File: src/rtl/fpnew_cast_rr_scheduler_pkg.sv
// Shared types for the cast-pipeline round-robin scheduler.
package fpnew_cast_rr_scheduler_pkg;

    typedef enum logic {SCHED_ARB, SCHED_LOCKED} sched_state_e;

    localparam int unsigned StatWidth = 32;

endpackage

File: src/rtl/fpnew_cast_rr_scheduler_pick.sv
// Round-robin picker: first set bit of mask_i at or after ptr_i, wrapping around.
module fpnew_cast_rr_scheduler_pick #(
    parameter int unsigned NumReq  = 2,
    parameter int unsigned IdWidth = $clog2(NumReq)
) (
    input  logic [NumReq-1:0]  mask_i,
    input  logic [IdWidth-1:0] ptr_i,
    output logic [IdWidth-1:0] id_o,
    output logic               any_o
);

    localparam logic [IdWidth:0] NumReqW = (IdWidth + 1)'(NumReq);

    logic [NumReq-1:0]  rot;
    logic [IdWidth-1:0] off;
    logic [IdWidth:0]   sum;

    always_comb begin
        // Rotate so ptr_i lands on bit 0, take the lowest set bit, rotate the index back.
        rot = NumReq'({mask_i, mask_i} >> ptr_i);
        off = '0;
        for (int i = NumReq - 1; i >= 0; i--) begin
            if (rot[i]) off = IdWidth'(i);
        end
        any_o = |rot;
        sum   = {1'b0, ptr_i} + {1'b0, off};
        id_o  = (sum >= NumReqW) ? IdWidth'(sum - NumReqW) : sum[IdWidth-1:0];
    end

endmodule

File: src/rtl/fpnew_cast_rr_scheduler.sv
// Round-robin issue scheduler with grant lock and per-requester credits for a shared cast pipeline.
// Optional statistics counters are enabled with `define FPNEW_CAST_SCHED_STATS_EN.
module fpnew_cast_rr_scheduler
    import fpnew_cast_rr_scheduler_pkg::*;
#(
    parameter int unsigned NumReq         = 2,
    parameter int unsigned MaxOutstanding = 4,
    parameter type         ReqType        = logic,
    parameter type         RspType        = logic,
    localparam int unsigned IdWidth       = $clog2(NumReq)
) (
    input  logic                 clk_i,
    input  logic                 rst_ni,
    input  logic                 flush_i,
    input  logic [NumReq-1:0]    req_valid_i,
    output logic [NumReq-1:0]    req_ready_o,
    input  ReqType               req_data_i [NumReq],
    output logic                 pipe_valid_o,
    input  logic                 pipe_ready_i,
    output ReqType               pipe_data_o,
    output logic [IdWidth-1:0]   pipe_id_o,
    input  logic                 pipe_out_valid_i,
    output logic                 pipe_out_ready_o,
    input  RspType               pipe_out_data_i,
    input  logic [IdWidth-1:0]   pipe_out_id_i,
    output logic [NumReq-1:0]    rsp_valid_o,
    input  logic [NumReq-1:0]    rsp_ready_i,
    output RspType               rsp_data_o,
    output logic                 busy_o
`ifdef FPNEW_CAST_SCHED_STATS_EN
    ,
    output logic [StatWidth-1:0] stat_issue_o [NumReq],
    output logic [StatWidth-1:0] stat_stall_o
`endif
);

    localparam int unsigned          CntWidth = $clog2(MaxOutstanding + 1);
    localparam logic [CntWidth-1:0]  CntMax   = CntWidth'(MaxOutstanding);

    sched_state_e         state_q, state_d;
    logic [IdWidth-1:0]   rr_ptr_q, rr_ptr_d;
    logic [IdWidth-1:0]   lock_id_q, lock_id_d;
    logic [CntWidth-1:0]  cnt_q [NumReq];
    logic [CntWidth-1:0]  cnt_d [NumReq];
    logic [NumReq-1:0]    eligible, inc_vec, dec_vec;
    logic [IdWidth-1:0]   win_id, grant_id;
    logic                 win_any, issue_hs, ret_hs, id_in_range, cnt_any;

    function automatic logic [IdWidth-1:0] next_id(input logic [IdWidth-1:0] id);
        return (32'(id) == NumReq - 1) ? '0 : id + IdWidth'(1);
    endfunction

    always_comb begin
        cnt_any = 1'b0;
        for (int k = 0; k < NumReq; k++) begin
            eligible[k] = req_valid_i[k] & (cnt_q[k] < CntMax);
            cnt_any     = cnt_any | (cnt_q[k] != '0);
        end
    end

    fpnew_cast_rr_scheduler_pick #(
        .NumReq  (NumReq),
        .IdWidth (IdWidth)
    ) i_pick (
        .mask_i (eligible),
        .ptr_i  (rr_ptr_q),
        .id_o   (win_id),
        .any_o  (win_any)
    );

    // Issue and return paths are purely combinational.
    always_comb begin
        grant_id     = win_id;
        pipe_valid_o = win_any;
        if (state_q == SCHED_LOCKED) begin
            grant_id     = lock_id_q;
            pipe_valid_o = req_valid_i[lock_id_q];
        end
        pipe_id_o             = grant_id;
        pipe_data_o           = req_data_i[grant_id];
        issue_hs              = pipe_valid_o & pipe_ready_i;
        req_ready_o           = '0;
        req_ready_o[grant_id] = issue_hs;

        id_in_range      = 32'(pipe_out_id_i) < NumReq;
        pipe_out_ready_o = id_in_range ? rsp_ready_i[pipe_out_id_i] : 1'b1;
        rsp_valid_o      = '0;
        if (id_in_range) rsp_valid_o[pipe_out_id_i] = pipe_out_valid_i;
        rsp_data_o       = pipe_out_data_i;
        ret_hs           = pipe_out_valid_i & pipe_out_ready_o & id_in_range;

        busy_o = (state_q == SCHED_LOCKED) | cnt_any | pipe_valid_o;
    end

    always_comb begin
        state_d   = state_q;
        rr_ptr_d  = rr_ptr_q;
        lock_id_d = lock_id_q;
        if (flush_i) begin
            state_d = SCHED_ARB;
        end else if (state_q == SCHED_ARB) begin
            if (issue_hs) begin
                rr_ptr_d = next_id(win_id);
            end else if (win_any) begin
                state_d   = SCHED_LOCKED;
                lock_id_d = win_id;
            end
        end else if (issue_hs) begin
            state_d  = SCHED_ARB;
            rr_ptr_d = next_id(lock_id_q);
        end

        // Simultaneous issue and return for one requester cancel out.
        for (int k = 0; k < NumReq; k++) begin
            inc_vec[k] = issue_hs & (grant_id == IdWidth'(k));
            dec_vec[k] = ret_hs & (pipe_out_id_i == IdWidth'(k));
            cnt_d[k]   = cnt_q[k];
            if (flush_i) begin
                cnt_d[k] = '0;
            end else if (inc_vec[k] && !dec_vec[k] && cnt_q[k] != CntMax) begin
                cnt_d[k] = cnt_q[k] + CntWidth'(1);
            end else if (dec_vec[k] && !inc_vec[k] && cnt_q[k] != '0) begin
                cnt_d[k] = cnt_q[k] - CntWidth'(1);
            end
        end
    end

    always_ff @(posedge clk_i or negedge rst_ni) begin
        if (!rst_ni) begin
            state_q   <= SCHED_ARB;
            rr_ptr_q  <= '0;
            lock_id_q <= '0;
            for (int k = 0; k < NumReq; k++) cnt_q[k] <= '0;
        end else begin
            state_q   <= state_d;
            rr_ptr_q  <= rr_ptr_d;
            lock_id_q <= lock_id_d;
            for (int k = 0; k < NumReq; k++) cnt_q[k] <= cnt_d[k];
        end
    end

`ifdef FPNEW_CAST_SCHED_STATS_EN
    logic [StatWidth-1:0] stat_issue_q [NumReq];
    logic [StatWidth-1:0] stat_stall_q;

    always_ff @(posedge clk_i or negedge rst_ni) begin
        if (!rst_ni) begin
            for (int k = 0; k < NumReq; k++) stat_issue_q[k] <= '0;
            stat_stall_q <= '0;
        end else begin
            for (int k = 0; k < NumReq; k++) begin
                if (inc_vec[k]) stat_issue_q[k] <= stat_issue_q[k] + StatWidth'(1);
            end
            if (pipe_valid_o && !pipe_ready_i) stat_stall_q <= stat_stall_q + StatWidth'(1);
        end
    end

    assign stat_issue_o = stat_issue_q;
    assign stat_stall_o = stat_stall_q;
`endif

`ifndef SYNTHESIS
    always_ff @(posedge clk_i) begin
        if (rst_ni && !flush_i) begin
            assert (!(pipe_out_valid_i && !id_in_range))
                else $error("result with out-of-range id %0d dropped", pipe_out_id_i);
            assert (!(state_q == SCHED_LOCKED && !req_valid_i[lock_id_q]))
                else $error("requester %0d dropped valid while locked", lock_id_q);
            for (int k = 0; k < NumReq; k++) begin
                assert (!(inc_vec[k] && !dec_vec[k] && cnt_q[k] == CntMax))
                    else $error("credit overflow on requester %0d", k);
                assert (!(dec_vec[k] && !inc_vec[k] && cnt_q[k] == '0))
                    else $error("credit underflow on requester %0d", k);
            end
        end
    end
`endif

endmodule

File: config.mk
export PLATFORM = sky130hd
export DESIGN_NAME = fpnew_cast_rr_scheduler
export DESIGN_NICKNAME = d
export VERILOG_FILES = /design/src/rtl/fpnew_cast_rr_scheduler_pkg.sv /design/src/rtl/fpnew_cast_rr_scheduler_pick.sv /design/src/rtl/fpnew_cast_rr_scheduler.sv
export SDC_FILE = /design/constraint.sdc
export NUM_CORES = 1
export LEC_CHECK = 0
export ABC_CLOCK_PERIOD_IN_PS = 3670
export BUFFER_PORTS_ARGS = -buffer_cell sky130_fd_sc_hd__buf_2
export CORE_MARGIN = 4
export CORE_UTILIZATION = 43
export CTS_CLUSTER_SIZE = 14
export DETAILED_ROUTE_END_ITERATION = 6
export PLACE_DENSITY = 0.67
export SLEW_MARGIN = 10
export SYNTH_ARGS = -nofsm -noshare
export SYNTH_HDL_FRONTEND = slang
export SYNTH_SLANG_ARGS = --single-unit
File: constraint.sdc
create_clock -name clk_i -period 3.67 [get_ports clk_i]
set_input_delay 0.1835 -clock clk_i [delete_from_list [all_inputs] [get_ports clk_i]]
set_output_delay 0.1835 -clock clk_i [all_outputs]
set_load 0.02 [all_outputs]
Word level (Yosys, flattened, before mapping)
Cells that the tools add are included.

Register bits: 9. Logic and storage cells: 97.

Add/sub/neg operators: 8. Order comparisons: 9. Equality and inequality tests: 2. Shift-type cells: 1. Multiplexer cells: 32. Bitwise gates (word level): 19. Reduce and logical (&&, ||, !) cells: 21.

Operator list (number): 1-bit two-way mux (24); 3-bit two-way mux (6); 3-bit nonzero test (4); 1-bit logical AND (10); 1-bit AND (8); 3-bit by 1-bit adder with 3-bit output (second input constant) (2); 1-bit by 2-bit less-than comparator with 1-bit output (second input constant) (3); 3-bit less-than comparator (second input constant) (2); 3-bit inequality test (second input constant) (2); 3-bit by 1-bit subtractor with 3-bit output (second input constant) (2); 1-bit NOT (5); 2-bit AND (2); 2-bit greater-or-equal comparator (second input constant) (2); 1-bit logical NOT (4); 4-bit AND reduction (1); 4-bit by 1-bit right shift with 2-bit output (1); 1-bit bitwise OR (3); 1-bit adder (second input constant) (2); 1-bit by 1-bit adder with 2-bit output (1); 1-bit demux with 1-bit select (2); 1-bit greater-or-equal comparator (second input constant) (2); 1-bit NOT with 2-bit output (1); 2-bit AND reduction (1); 2-bit OR reduction (1); 1-bit subtractor (second input constant) (1).

Longest topological paths before layout
Depth after elaboration: 17. Gate-level depth with buffers: 11. Mapped depth without buffers: 10.

By module
A second synthesis with hierarchy kept.

Cell total of the unflattened synthesis: 87. Area total of the unflattened synthesis: 784.5 um2.

By module, submodules not included: fpnew_cast_rr_scheduler (times used 1, cells each 83, area each 765.7 um2, seq. area each 225.2 um2); fpnew_cast_rr_scheduler_pick (times used 1, cells each 4, area each 18.8 um2, seq. area each 0.0 um2).

Least setup slack after synthesis
No wires, ideal clock.

Path type: flip-flop to flip-flop. From: register cnt_q[2] (netlist name). To: register cnt_q[5] (netlist name). Library setup time: 135 ps. Data arrival time: 2766 ps. Required time: 3535 ps. Setup slack: 770 ps. Stages on the path, launching flop included: 12. Path buffers: 1. Period minus slack after synthesis: 2900 ps. Cells stage by stage: dfrtp_1 buf_6 and2b_4 o211ai_2 and3_4 inv_2 nor3_2 a21boi_0 fa_1 or3_1 mux4_2 nor2b_1.

Cells in the longest elaborated chain, start to end: 15.

RTL lines: start: declaration (RTL line fpnew_cast_rr_scheduler.sv:43) `logic [CntWidth-1:0] cnt_q [NumReq];`; 3-bit less-than comparator * (RTL line fpnew_cast_rr_scheduler.sv:56) `eligible[k] = req_valid_i[k] & (cnt_q[k] < CntMax);`; 1-bit AND * (RTL line fpnew_cast_rr_scheduler.sv:56); 4-bit by 1-bit right shift with 2-bit output * (RTL line fpnew_cast_rr_scheduler_pick.sv:20) `rot = NumReq'({mask_i, mask_i} >> ptr_i);`; 1-bit two-way mux (RTL line fpnew_cast_rr_scheduler_pick.sv:23) `if (rot[i]) off = IdWidth'(i);`; 1-bit two-way mux * (RTL line fpnew_cast_rr_scheduler_pick.sv:23); 1-bit by 1-bit adder with 2-bit output * (RTL line fpnew_cast_rr_scheduler_pick.sv:26) `sum = {1'b0, ptr_i} + {1'b0, off};`; 2-bit greater-or-equal comparator / 1-bit subtractor (equally long branches) (RTL line fpnew_cast_rr_scheduler_pick.sv:27) `id_o = (sum >= NumReqW) ? IdWidth'(sum - NumReqW) : sum[IdWidth-1:0];`; 1-bit two-way mux * (RTL line fpnew_cast_rr_scheduler_pick.sv:27); 1-bit two-way mux * (RTL line fpnew_cast_rr_scheduler.sv:75) `if (state_q == SCHED_LOCKED) begin`; named net pipe_id_o (RTL line fpnew_cast_rr_scheduler.sv:21) `output logic [IdWidth-1:0] pipe_id_o,`; 1-bit NOT * (RTL line fpnew_cast_rr_scheduler.sv:115) `inc_vec[k] = issue_hs & (grant_id == IdWidth'(k));`; 1-bit AND * (RTL line fpnew_cast_rr_scheduler.sv:115); 1-bit logical AND / 1-bit logical NOT (equally long branches) (RTL line fpnew_cast_rr_scheduler.sv:120, fpnew_cast_rr_scheduler.sv:122); 1-bit logical AND (on tied branches) (RTL line fpnew_cast_rr_scheduler.sv:120, fpnew_cast_rr_scheduler.sv:122); 3-bit two-way mux / 1-bit logical AND (equally long branches) (RTL line fpnew_cast_rr_scheduler.sv:120, fpnew_cast_rr_scheduler.sv:122); 3-bit two-way mux / 3-bit nonzero test (equally long branches).

Mark *: on every way through the listed nets, which the timed path passes. The rest lies on a longest branch. A chain may end at the register's enable or synchronous reset.

Final worst setup path
From: register cnt_q[5] (netlist name). To: register cnt_q[5] (netlist name).

Cells in the longest elaborated chain, start to end: 15.

RTL lines (RTL line): 3-bit less-than comparator (fpnew_cast_rr_scheduler.sv:56); 1-bit AND (fpnew_cast_rr_scheduler.sv:56); 4-bit by 1-bit right shift with 2-bit output (fpnew_cast_rr_scheduler_pick.sv:20); 1-bit two-way mux (2 in series) (fpnew_cast_rr_scheduler_pick.sv:23); 1-bit by 1-bit adder with 2-bit output (fpnew_cast_rr_scheduler_pick.sv:26); 2-bit greater-or-equal comparator / 1-bit subtractor (equally long branches) (fpnew_cast_rr_scheduler_pick.sv:27); 1-bit two-way mux (fpnew_cast_rr_scheduler_pick.sv:27); 1-bit two-way mux (fpnew_cast_rr_scheduler.sv:75); 1-bit NOT (fpnew_cast_rr_scheduler.sv:115); 1-bit AND (fpnew_cast_rr_scheduler.sv:115); 1-bit logical AND / 1-bit logical NOT (equally long branches) (fpnew_cast_rr_scheduler.sv:120, fpnew_cast_rr_scheduler.sv:122); 1-bit logical AND (on tied branches) (fpnew_cast_rr_scheduler.sv:120, fpnew_cast_rr_scheduler.sv:122); 3-bit two-way mux / 1-bit logical AND (equally long branches) (fpnew_cast_rr_scheduler.sv:120, fpnew_cast_rr_scheduler.sv:122); 3-bit two-way mux / 3-bit nonzero test (equally long branches).

Parallel ways exist; a longest one is shown, timed or not. The select of a mux whose other input is x is not followed.

==> flow_metrics.env <==
export IMPL_rows=16
export IMPL_n_fill_cell=193
export IMPL_irDropWorstVdd_mv=0.195
export IMPL_syn_area_per_cell_um2=8.87
export IMPL_grt_pass1_vias=704
export IMPL_max_cap_viol_count=0
export IMPL_cts_sink_count=9
export IMPL_path_delay_family="simple AND/OR/NAND/NOR gates"
export IMPL_cts_tree="yes"
export IMPL_cp_arrival_ps=3140
export IMPL_maxSlewViolCount=0
export IMPL_drive_gt1_share_pct=30.0
export IMPL_fin_crit_ps=3000
export IMPL_p_leak_nw=0.429
export IMPL_dp_hpwl_um=1510
export IMPL_timing_final_crit_share_pct=81.8
export IMPL_grtUsageTotal_pct=14.8
export IMPL_timing_fmax_mhz=333
export IMPL_reg2reg_depth=10
export IMPL_drc=0
export IMPL_netlist_area_um2=878
export IMPL_min_from="flush_i"
export IMPL_totalPowerFinal_mw=0.461
export IMPL_crit_required_ps=3810
export IMPL_synth_seq_cells=9
export IMPL_routed_wl_um=1860
export IMPL_final_setup_tns_ps=0
export IMPL_hold_path_class="in -> reg"
export IMPL_power_density_mw_per_mm2=452
export IMPL_cp_start_kind="register"
export IMPL_die_h_um=53.2
export IMPL_rr_endpoint="cnt_q[5]$_DFFE_PN0P_"
export IMPL_syn_nets=114
export IMPL_wl_per_cell_um=12.6
export IMPL_first_pass_iters=5
export IMPL_root_buffer="clkbuf_4"
export IMPL_place_inst=142
export IMPL_start_util_pct=45.2
export IMPL_antenna_left=0
export IMPL_setup_viol=0
export IMPL_num_vias=799
export IMPL_post_synth_main_area_contributors="dfrtp_1 (26%), nand2_1 (5.1%), fa_1 (4.6%)"
export IMPL_die_w_um=53.2
export IMPL_grt_pass1_wl_um=3050
export IMPL_end_kind="register"
export IMPL_fin_skew_ps=4.95
export IMPL_synth_top_area_cell="dfrtp_1"
export IMPL_cts_reportedPaths_clkPinSlew_ps=70
export IMPL_stdcell_area_mm2=0.00102
export IMPL_cp_num_cells=10
export IMPL_grt_ovfl_total=0
export IMPL_min_to="cnt_q[1]$_DFFE_PN0P_"
export IMPL_cp_buffers_inverters=1
export IMPL_r2r_slack_ps=670
export IMPL_cts_resized=0
export IMPL_dpl_instance_area_um2=985
export IMPL_criticalPathCategory="reg -> reg"
export IMPL_clock_latency_ps=250
export IMPL_syn_to_final_growth_pct=16.2
export IMPL_hold_depth=2
export IMPL_vias_per_cell=5.44
export IMPL_r2r_start="cnt_q[5]$_DFFE_PN0P_"
export IMPL_fin_util_pct=52.6
export IMPL_relSlewSlack_pct=75.3
export IMPL_dp_slack_ps=671
export IMPL_die_area_mm2=0.00283
export IMPL_fin_cells=147
export IMPL_path_cells="nand2b_4 > nand3_1 > and3_4 > inv_2 > nor3_2 > a21boi_0 > fa_1 > or3_1 > mux4_2 > nor2b_1"
export IMPL_layout_commonest_cell="buf_2"
export IMPL_rsz0062_at_grt="false"
export IMPL_fin_ws_ps=666
export IMPL_antenna_found_initial=0
export IMPL_place_congestion=0.889
export IMPL_netlist_instances=99
export IMPL_drt_iter0_drc=20
export IMPL_crit_path_max_fanout=9
export IMPL_yosysSeqAreaShare_pct=25.6
export IMPL_htree_num_levels=1
export IMPL_nets=136
export IMPL_numCtsBuffers=3
export IMPL_clockBufferDepth=2
export IMPL_worst_path_max_delay_cell="dfrtp_1"
export IMPL_synth_cell_types=46
export IMPL_synth_top_area_share_pct=25.6
export IMPL_portBuffers=20
export IMPL_yosys_warnings=0
export IMPL_diodes=0
export IMPL_max_stage_delay_ps=540
export IMPL_grt_max_degree=12
export IMPL_mostFrequentLayoutCells="buf_2 (20), nand2_1 (12), nor2_1 (9), dfrtp_1 (9)"
export IMPL_cts_setup_buffers=0
export IMPL_worst_slew_pin_slew_ps=369
export IMPL_whs_ps=255
export IMPL_io_pin_count=23
export IMPL_hold_violations=0
export IMPL_status="finished, final reports clean"
export IMPL_ctsHoldBuffers=1
export IMPL_core_area_mm2=0.00194
-- state kept, by name (all words and copies together), names as in the netlist --
name	flops
lock_id_q	1
cnt_q	6
rr_ptr_q	1
state_q	1
-- layer usage --
layer	global-route usage [%]	wire length [µm]	part of all wire (%)	vias up
li1	-	-	-	397
met1	20.1	893	48	380
met2	23.6	870	47	22
met3	1.69	91	4.9	0
met4	6.38	0	0	0
met5	0	0	0	-
-- how the worst max path moves through the flow --
stage                               from              endpoint  slack (ps)
finish              cnt_q[5]$_DFFE_PN0P_  cnt_q[5]$_DFFE_PN0P_         670
global route        cnt_q[5]$_DFFE_PN0P_  cnt_q[5]$_DFFE_PN0P_         490
CTS                 cnt_q[5]$_DFFE_PN0P_  cnt_q[5]$_DFFE_PN0P_         660
detailed placement  cnt_q[5]$_DFFE_PN0P_  cnt_q[5]$_DFFE_PN0P_         670
global placement    cnt_q[2]$_DFFE_PN0P_  cnt_q[5]$_DFFE_PN0P_         780
floorplan           cnt_q[2]$_DFFE_PN0P_  cnt_q[5]$_DFFE_PN0P_         770
-- cell usage after synthesis (all sizes together) --
cell	count
nand3b	1
and3	2
a211oi	3
inv	6
o21ai	4
xor2	1
nor3	5
o21a	1
nor2	10
nor2b	4
nand4	2
fa	2
a21boi	1
dfrtp	9
mux4	2
a21o	1
mux2	1
o211ai	1
o41ai	1
a2111oi	2
and3b	1
nand2	12
a21oi	5
buf	3
nor3b	3
or3	2
a32oi	1
or2	1
and2	2
o2111ai	1
xnor2	2
nand3	1
nand2b	2
o31ai	1
and2b	1
clkbuf	1
a32o	1
-- cells by family (layout without fill, tap and decap cells) --
family / count (synthesis) / in the layout / share of synthesized area (%)
flops: 9 / 9 / 25.6
compound gates: 23 / 23 / 22.2
buf+inv: 10 / 31 / 5.70
simple gates: 49 / 49 / 32.1
fa+ha+maj: 2 / 2 / 4.56
mux: 3 / 3 / 6.84
xor+xnor: 3 / 3 / 2.99
-- area by class of cell --
type	instances	area (µm²)	area share, %
multi-input combinational	80	603	59.1
timing repair buffer	21	110	10.8
tap	27	33.8	3.31
sequential	9	225	22.1
inverter	6	22.5	2.21
clock buffer	4	26.3	2.57
-- where the power goes --
part	internal [mW]	leakage, nW	switching, mW
combinational	0.102	0.294	0.140
clock	0.0418	0.0150	0.0343
sequential	0.119	0.120	0.0245
No activity file was read; power rests on OpenSTA's default activity.
